### src/rtl/mc_ctrl_pkg.sv
// Shared types and encodings for the multicycle MIPS control FSM.
// MULTICYCLE_CTRL_ILLEGAL_TRAP_EN adds the TRAP state to statetype_t.
package mc_ctrl_pkg;

   typedef enum logic [3:0] {
      S_FETCH,
      S_DECODE,
      S_MEMADR,
      S_MEMRD,
      S_MEMWB,
      S_MEMWR,
      S_RTEXE,
      S_ALUWB,
      S_BRANCH,
      S_IEXE,
      S_IWB,
      S_JUMP
`ifdef MULTICYCLE_CTRL_ILLEGAL_TRAP_EN
      , S_TRAP
`endif
   } statetype_t;

   localparam logic [5:0] OP_RTYPE = 6'b000000;
   localparam logic [5:0] OP_J     = 6'b000010;
   localparam logic [5:0] OP_BEQ   = 6'b000100;
   localparam logic [5:0] OP_SRLV  = 6'b000110;
   localparam logic [5:0] OP_ADDI  = 6'b001000;
   localparam logic [5:0] OP_XORI  = 6'b001110;
   localparam logic [5:0] OP_LUI   = 6'b001111;
   localparam logic [5:0] OP_LI    = 6'b010001;
   localparam logic [5:0] OP_BGTZ  = 6'b011101;
   localparam logic [5:0] OP_LW    = 6'b100011;
   localparam logic [5:0] OP_SW    = 6'b101011;

   localparam logic [1:0] ALUOP_ADD   = 2'b00;
   localparam logic [1:0] ALUOP_SUB   = 2'b01;
   localparam logic [1:0] ALUOP_FUNCT = 2'b10;
   localparam logic [1:0] ALUOP_IMM   = 2'b11;

   localparam logic [1:0] SRCB_B     = 2'b00;
   localparam logic [1:0] SRCB_FOUR  = 2'b01;
   localparam logic [1:0] SRCB_IMM   = 2'b10;
   localparam logic [1:0] SRCB_SHIMM = 2'b11;

   localparam logic [1:0] PCSRC_ALU    = 2'b00;
   localparam logic [1:0] PCSRC_ALUOUT = 2'b01;
   localparam logic [1:0] PCSRC_JUMP   = 2'b10;

   typedef struct packed {
      logic       pcwrite;
      logic       branch;
      logic       bgtz;
      logic       iord;
      logic       memwrite;
      logic       irwrite;
      logic       regdst;
      logic       memtoreg;
      logic       regwrite;
      logic       alusrca;
      logic [1:0] alusrcb;
      logic [1:0] pcsrc;
      logic [1:0] aluop;
      logic       instr_done;
   } ctrl_t;

endpackage

### src/rtl/mc_ctrl_outdec.sv
// Combinational state/opcode to control-vector decode for multicycle_ctrl.
module mc_ctrl_outdec
   import mc_ctrl_pkg::*;
(
   input  statetype_t  state_i,
   input  logic [5:0]  op_i,
   input  logic        mem_ready_i,
   output ctrl_t       ctrl_o
);

   // Moore decode; only the fetch enables and the store completion follow mem_ready
   always_comb begin
      ctrl_o = '0;
      case (state_i)
         S_FETCH: begin
            ctrl_o.alusrcb = SRCB_FOUR;
            ctrl_o.aluop   = ALUOP_ADD;
            ctrl_o.pcsrc   = PCSRC_ALU;
            ctrl_o.irwrite = mem_ready_i;
            ctrl_o.pcwrite = mem_ready_i;
         end
         S_DECODE: begin
            ctrl_o.alusrcb = SRCB_SHIMM;
            ctrl_o.aluop   = ALUOP_ADD;
         end
         S_MEMADR: begin
            ctrl_o.alusrca = 1'b1;
            ctrl_o.alusrcb = SRCB_IMM;
            ctrl_o.aluop   = ALUOP_ADD;
         end
         S_MEMRD: begin
            ctrl_o.iord = 1'b1;
         end
         S_MEMWB: begin
            ctrl_o.memtoreg   = 1'b1;
            ctrl_o.regwrite   = 1'b1;
            ctrl_o.instr_done = 1'b1;
         end
         S_MEMWR: begin
            ctrl_o.iord       = 1'b1;
            ctrl_o.memwrite   = 1'b1;
            ctrl_o.instr_done = mem_ready_i;
         end
         S_RTEXE: begin
            ctrl_o.alusrca = 1'b1;
            ctrl_o.alusrcb = SRCB_B;
            ctrl_o.aluop   = ALUOP_FUNCT;
         end
         S_ALUWB: begin
            ctrl_o.regdst     = 1'b1;
            ctrl_o.regwrite   = 1'b1;
            ctrl_o.instr_done = 1'b1;
         end
         S_BRANCH: begin
            ctrl_o.alusrca    = 1'b1;
            ctrl_o.alusrcb    = SRCB_B;
            ctrl_o.pcsrc      = PCSRC_ALUOUT;
            ctrl_o.branch     = 1'b1;
            ctrl_o.instr_done = 1'b1;
            ctrl_o.bgtz       = (op_i == OP_BGTZ);
            ctrl_o.aluop      = (op_i == OP_BGTZ) ? ALUOP_IMM : ALUOP_SUB;
         end
         S_IEXE: begin
            ctrl_o.alusrca = 1'b1;
            ctrl_o.alusrcb = SRCB_IMM;
            ctrl_o.aluop   = (op_i == OP_ADDI) ? ALUOP_ADD : ALUOP_IMM;
         end
         S_IWB: begin
            ctrl_o.regwrite   = 1'b1;
            ctrl_o.instr_done = 1'b1;
         end
         S_JUMP: begin
            ctrl_o.pcsrc      = PCSRC_JUMP;
            ctrl_o.pcwrite    = 1'b1;
            ctrl_o.instr_done = 1'b1;
         end
         default: ctrl_o = '0;
      endcase
   end

endmodule

### src/rtl/multicycle_ctrl.sv
// Main control FSM for the multicycle MIPS datapath: state register,
// next-state logic, memory-wait watchdog and sticky flags.
// MULTICYCLE_CTRL_ILLEGAL_TRAP_EN: illegal opcodes trap and set illegal_op;
// otherwise they retire as a NOP and illegal_op is tied 0.
module multicycle_ctrl
   import mc_ctrl_pkg::*;
#(
   parameter int unsigned MEM_WAIT_MAX = 0
) (
   input  logic       clk,
   input  logic       reset,
   input  logic [5:0] op,
   input  logic       mem_ready,
   output logic       pcwrite,
   output logic       branch,
   output logic       bgtz,
   output logic       iord,
   output logic       memwrite,
   output logic       irwrite,
   output logic       regdst,
   output logic       memtoreg,
   output logic       regwrite,
   output logic       alusrca,
   output logic [1:0] alusrcb,
   output logic [1:0] pcsrc,
   output logic [1:0] aluop,
   output logic       instr_done,
   output logic       mem_timeout,
   output logic       illegal_op
);

   statetype_t state_q, state_d;
   ctrl_t      dec, ctrl;
   logic       timeout, illegal;

   mc_ctrl_outdec u_outdec (
      .state_i     (state_q),
      .op_i        (op),
      .mem_ready_i (mem_ready),
      .ctrl_o      (dec)
   );

   // Next-state selection; memory states hold until mem_ready
   always_comb begin
      state_d = state_q;
      case (state_q)
         S_FETCH:  if (mem_ready) state_d = S_DECODE;
         S_DECODE: begin
            case (op)
               OP_LW, OP_SW:                        state_d = S_MEMADR;
               OP_RTYPE, OP_SRLV:                   state_d = S_RTEXE;
               OP_BEQ, OP_BGTZ:                     state_d = S_BRANCH;
               OP_ADDI, OP_XORI, OP_LUI, OP_LI:     state_d = S_IEXE;
               OP_J:                                state_d = S_JUMP;
`ifdef MULTICYCLE_CTRL_ILLEGAL_TRAP_EN
               default:                             state_d = S_TRAP;
`else
               default:                             state_d = S_FETCH;
`endif
            endcase
         end
         S_MEMADR: state_d = (op == OP_LW) ? S_MEMRD : S_MEMWR;
         S_MEMRD:  if (mem_ready) state_d = S_MEMWB;
         S_MEMWB:  state_d = S_FETCH;
         S_MEMWR:  if (mem_ready) state_d = S_FETCH;
         S_RTEXE:  state_d = S_ALUWB;
         S_ALUWB:  state_d = S_FETCH;
         S_BRANCH: state_d = S_FETCH;
         S_IEXE:   state_d = S_IWB;
         S_IWB:    state_d = S_FETCH;
         S_JUMP:   state_d = S_FETCH;
`ifdef MULTICYCLE_CTRL_ILLEGAL_TRAP_EN
         S_TRAP:   state_d = S_TRAP;
`endif
         default:  state_d = S_FETCH;
      endcase
   end

   // State register
   always_ff @(posedge clk or negedge reset) begin
      if (!reset) state_q <= S_FETCH;
      else        state_q <= state_d;
   end

   generate
      if (MEM_WAIT_MAX > 0) begin : g_wdog
         localparam int unsigned   CW    = $clog2(MEM_WAIT_MAX + 1);
         localparam logic [CW-1:0] LIMIT = CW'(MEM_WAIT_MAX);
         logic          mem_wait;
         logic [CW-1:0] wait_q, wait_d;
         logic          timeout_q;

         // Waiting states never change state while mem_ready is low, so
         // clearing on "not waiting" also covers the state-change clear.
         assign mem_wait = !mem_ready &&
                           (state_q inside {S_FETCH, S_MEMRD, S_MEMWR});

         // Saturating count of consecutive memory wait cycles
         always_comb begin
            wait_d = '0;
            if (mem_wait) wait_d = (wait_q == LIMIT) ? LIMIT : wait_q + 1'b1;
         end

         // Wait counter and sticky timeout flag
         always_ff @(posedge clk or negedge reset) begin
            if (!reset) begin
               wait_q    <= '0;
               timeout_q <= 1'b0;
            end else begin
               wait_q <= wait_d;
               if (wait_d == LIMIT) timeout_q <= 1'b1;
            end
         end

         assign timeout = timeout_q;
      end else begin : g_no_wdog
         assign timeout = 1'b0;
      end
   endgenerate

`ifdef MULTICYCLE_CTRL_ILLEGAL_TRAP_EN
   logic illegal_q;

   // Sticky flag raised on entry to TRAP
   always_ff @(posedge clk or negedge reset) begin
      if (!reset)                 illegal_q <= 1'b0;
      else if (state_d == S_TRAP) illegal_q <= 1'b1;
   end

   assign illegal = illegal_q;
`else
   assign illegal = 1'b0;
`endif

   // FETCH drives non-zero selects, so outputs are forced low while reset is held
   assign ctrl        = reset ? dec : '0;
   assign mem_timeout = reset & timeout;
   assign illegal_op  = reset & illegal;

   assign pcwrite    = ctrl.pcwrite;
   assign branch     = ctrl.branch;
   assign bgtz       = ctrl.bgtz;
   assign iord       = ctrl.iord;
   assign memwrite   = ctrl.memwrite;
   assign irwrite    = ctrl.irwrite;
   assign regdst     = ctrl.regdst;
   assign memtoreg   = ctrl.memtoreg;
   assign regwrite   = ctrl.regwrite;
   assign alusrca    = ctrl.alusrca;
   assign alusrcb    = ctrl.alusrcb;
   assign pcsrc      = ctrl.pcsrc;
   assign aluop      = ctrl.aluop;
   assign instr_done = ctrl.instr_done;

endmodule

### config.mk
export PLATFORM = sky130hd
export DESIGN_NAME = multicycle_ctrl
export DESIGN_NICKNAME = d
export VERILOG_FILES = /design/src/rtl/mc_ctrl_pkg.sv /design/src/rtl/mc_ctrl_outdec.sv /design/src/rtl/multicycle_ctrl.sv
export SDC_FILE = /design/constraint.sdc
export NUM_CORES = 1
export LEC_CHECK = 0
export ABC_AREA = 1
export BUFFER_PORTS_ARGS = -buffer_cell sky130_fd_sc_hd__buf_2
export CAP_MARGIN = 20
export CORE_AREA = 10 10 50 52
export CTS_CLUSTER_SIZE = 28
export DETAILED_ROUTE_END_ITERATION = 7
export DIE_AREA = 0 0 60 62
export PLACE_DENSITY = 0.79
export RECOVER_POWER = 25
export SYNTH_ARGS = -nofsm -noshare
export SYNTH_HDL_FRONTEND = slang
export SYNTH_SLANG_ARGS = --single-unit
### constraint.sdc
create_clock -name clk -period 1.42 [get_ports clk]
set_input_delay 0.142 -clock clk [delete_from_list [all_inputs] [get_ports clk]]
set_output_delay 0.142 -clock clk [all_outputs]
set_load 0.02 [all_outputs]
==> results.py <==
metrics = {
    "synthesis": {
        "synth.top_cell.area_share_pct": 18.01,
        "synthMostInstantiatedCell": "nand2_1",
        "yosys-top-cells-area": "nand2_1 18%, dfrtp_1 15%, nor2_1 12%",
        "synth_cells": 124,
        "avgSynthCellArea_um2": 5.378,
        "async_reset_ff_share_pct": 100.0,
        "synth_cell_types": 23,
        "synthTopCellsByCount": "32 x nand2_1, 21 x nor2_1, 17 x inv_1, 9 x nand3_1",
        "synth_edf_count": 0,
        "yosysTopAreaCell": "nand2_1",
        "ys_seq_elements": 4,
        "ys.flop_type": "dfrtp_1",
        "synth-seq-area-share_pct": 15.01,
        "yosys_warnings": 0,
        "syn_area_um2": 666.9,
    },
    "floorplan": {
        "die_w_um": 60,
        "start_util_pct": 41.32,
        "core-area_um2": 1614,
        "pin_count": 28,
        "die_area_um2": 3720,
        "rows": 15,
        "die_h_um": 62,
    },
    "timing": {
        "final.setup_skew_ns": 0.003571,
        "hold_ws_ns": 0.1436,
        "layout_setup_ws_ns": -0.2018,
        "slew_headroom_pct": 63.07,
        "fmax_mhz": 616.6,
        "tns_ns": -2.351,
        "rsz0062_at_grt": "true",
        "min_period_ns": 1.622,
        "worst_slew_pin_slew_ns": 0.5533,
        "drv_slew": 0,
        "min_period_over_period_pct": 114.2,
        "final-setup-viol-count": 19,
        "hold_viol": 0,
    },
    "power": {
        "leakagePower_uw": 0.0006154,
        "peakVddDrop_v": 0.0008028,
        "p_per_area_nw_per_um2": 1506,
        "finalPower_uw": 1713,
    },
    "detailed_routing": {
        "first_pass_iters": 4,
        "wl_per_cell_um": 13.87,
        "postRouteWirelength_um": 2566,
        "drtIter0Drc": 11,
        "ant_nets": 0,
        "via_count": 947,
        "viasPerCell": 5.119,
        "drc": 0,
    },
    "cells_and_area": {
        "layout.nets": 179,
        "top_register": "state_q",
        "area_delta_synth_final_pct": 70.54,
        "instances_no_fill": 185,
        "drive_gt1_share_pct": 52.98,
        "reg_top3": "state_q x4",
        "largest_reg_flops": 4,
        "utilization_pct": 70.47,
        "antennaDiodeCount": 0,
    },
    "global_routing": {
        "grt_pass1_wl_um": 3505,
        "grt_max_degree": 14,
        "gr-total-overflow": 0,
        "antenna_found_initial": 0,
        "grtUsageTotal_pct": 11.94,
        "first_global_vias": 887,
    },
    "clock_tree": {
        "path_clk_slew_ns": 0.04,
        "h-tree-depth": 1,
        "insertion_delay_ns": 0.23,
        "clkSinkCount": 4,
        "max-clock-path-buffers": 2,
        "cts_buffers": 3,
        "cts_tree": "yes",
        "clockRootBuffer": "clkbuf_4",
    },
    "placement": {
        "place_congestion": 0.8888,
        "io_buffers": 25,
        "hpwl_um": 1648,
        "dp.cells": 168,
    },
    "critical_path": {
        "r2r_setup_slack_ns": -0.04,
        "required_ns": 1.28,
        "crit_path_start_kind": "register",
        "reg2reg_to": "state_q[2]",
        "cp_max_fo": 4,
        "arrival_ns": 1.48,
        "cp-end-kind": "output port",
        "rr_worst_depth": 9,
        "reg2reg_from": "state_q[0]",
        "path_class": "reg -> out",
    },
    "worst_hold_path": {
        "worstHoldEndpoint": "state_q[2]",
        "holdCritPathClass": "in -> reg",
        "worst_hold_startpoint": "mem_ready",
        "worstHoldPathCells": 2,
    },
    "outcome": {
        "violations": "setup timing",
        "outcome": "finished with violations",
    },
    "job": {
        "cap_viol_max_count": 0,
    },
}
==> worst max-delay path, stage by stage (launching register included) <==
cell	delay, ns
dfrtp_2	0.46
nor2_4	0.17
buf_4	0.13
buf_6	0.07
o21ai_0	0.08
a21oi_1	0.15
buf_4	0.17
==> cells in the final DEF (no fill, tap or decap), drive strengths merged, types with 2 or more instances in the layout <==
cell    instances
a21oi           5
buf            43
clkbuf          3
conb            2
dfrtp           4
inv            22
nand2          33
nand3          10
nand4           4
nor2           29
nor3            3
o21ai           6
==> area by class of cell <==
class / count / area [um2]
clock buffer: 3 / 22.52
fill: 144 / 476.7
inverter: 22 / 87.58
multi-input combinational: 95 / 549.3
sequential: 4 / 103.9
tap: 17 / 21.27
timing repair buffer: 44 / 352.8
==> logic make-up (layout without fill, tap and decap cells) <==
group / count (synthesis) / after routing / share of synthesized area [%]
and+or+nand+nor: 80 / 80 / 57.04
DFF: 4 / 4 / 15.01
other: 1 / 2 / 0.5623
buffers and inverters: 26 / 69 / 16.32
AOI/OAI and AO/OA: 13 / 13 / 11.07
==> layer usage <==
| layer | up-vias | wire length, um | global-route usage, % |
|---|---|---|---|
| met2 | 30 | 1432 | 23.53 |
| met1 | 439 | 945 | 10.98 |
| met5 | - | 0 | 0 |
| met4 | 0 | 35 | 5.449 |
| met3 | 4 | 154 | 3.252 |
| li1 | 474 | - | - |
==> stage by stage <==
| step | area (um2) | worst slack (ns) |
|---|---|---|
| CTS | 1047 | -0.1245 |
| global placement | 835.8 | 0.04518 |
| floorplan | 678.2 | -0.005189 |
| detailed placement | 835.8 | 0.04184 |
| finish | 1137 | -0.2018 |
| global route | 1137 | -0.2802 |
==> where the power goes <==
group          internal [uW]  switching [uW]
Clock                   94.5            46.4
Sequential               162            83.9
Combinational            572             754
==> timing repair <==
action	4_1_cts	5_1_grt
pin swaps	9	6
setup buffers	8	5
hold endpoints to repair	4	0
gates resized for setup	44	16
hold buffers	1	0
setup endpoints to repair	16	17
==> how the worst max path moves through the flow <==
stage	from	end	slack, ns	cells past startpoint
after floorplan	state_q[1]	bgtz	-0.005	3
after global placement	state_q[1]	aluop[1]	0.05	8
after detailed placement	state_q[1]	aluop[1]	0.04	8
after CTS	state_q[3]	aluop[1]	-0.12	9
after global routing	state_q[2]	alusrca	-0.28	6
final	state_q[2]	alusrca	-0.20	6
Power figures use the tool's default switching activity.
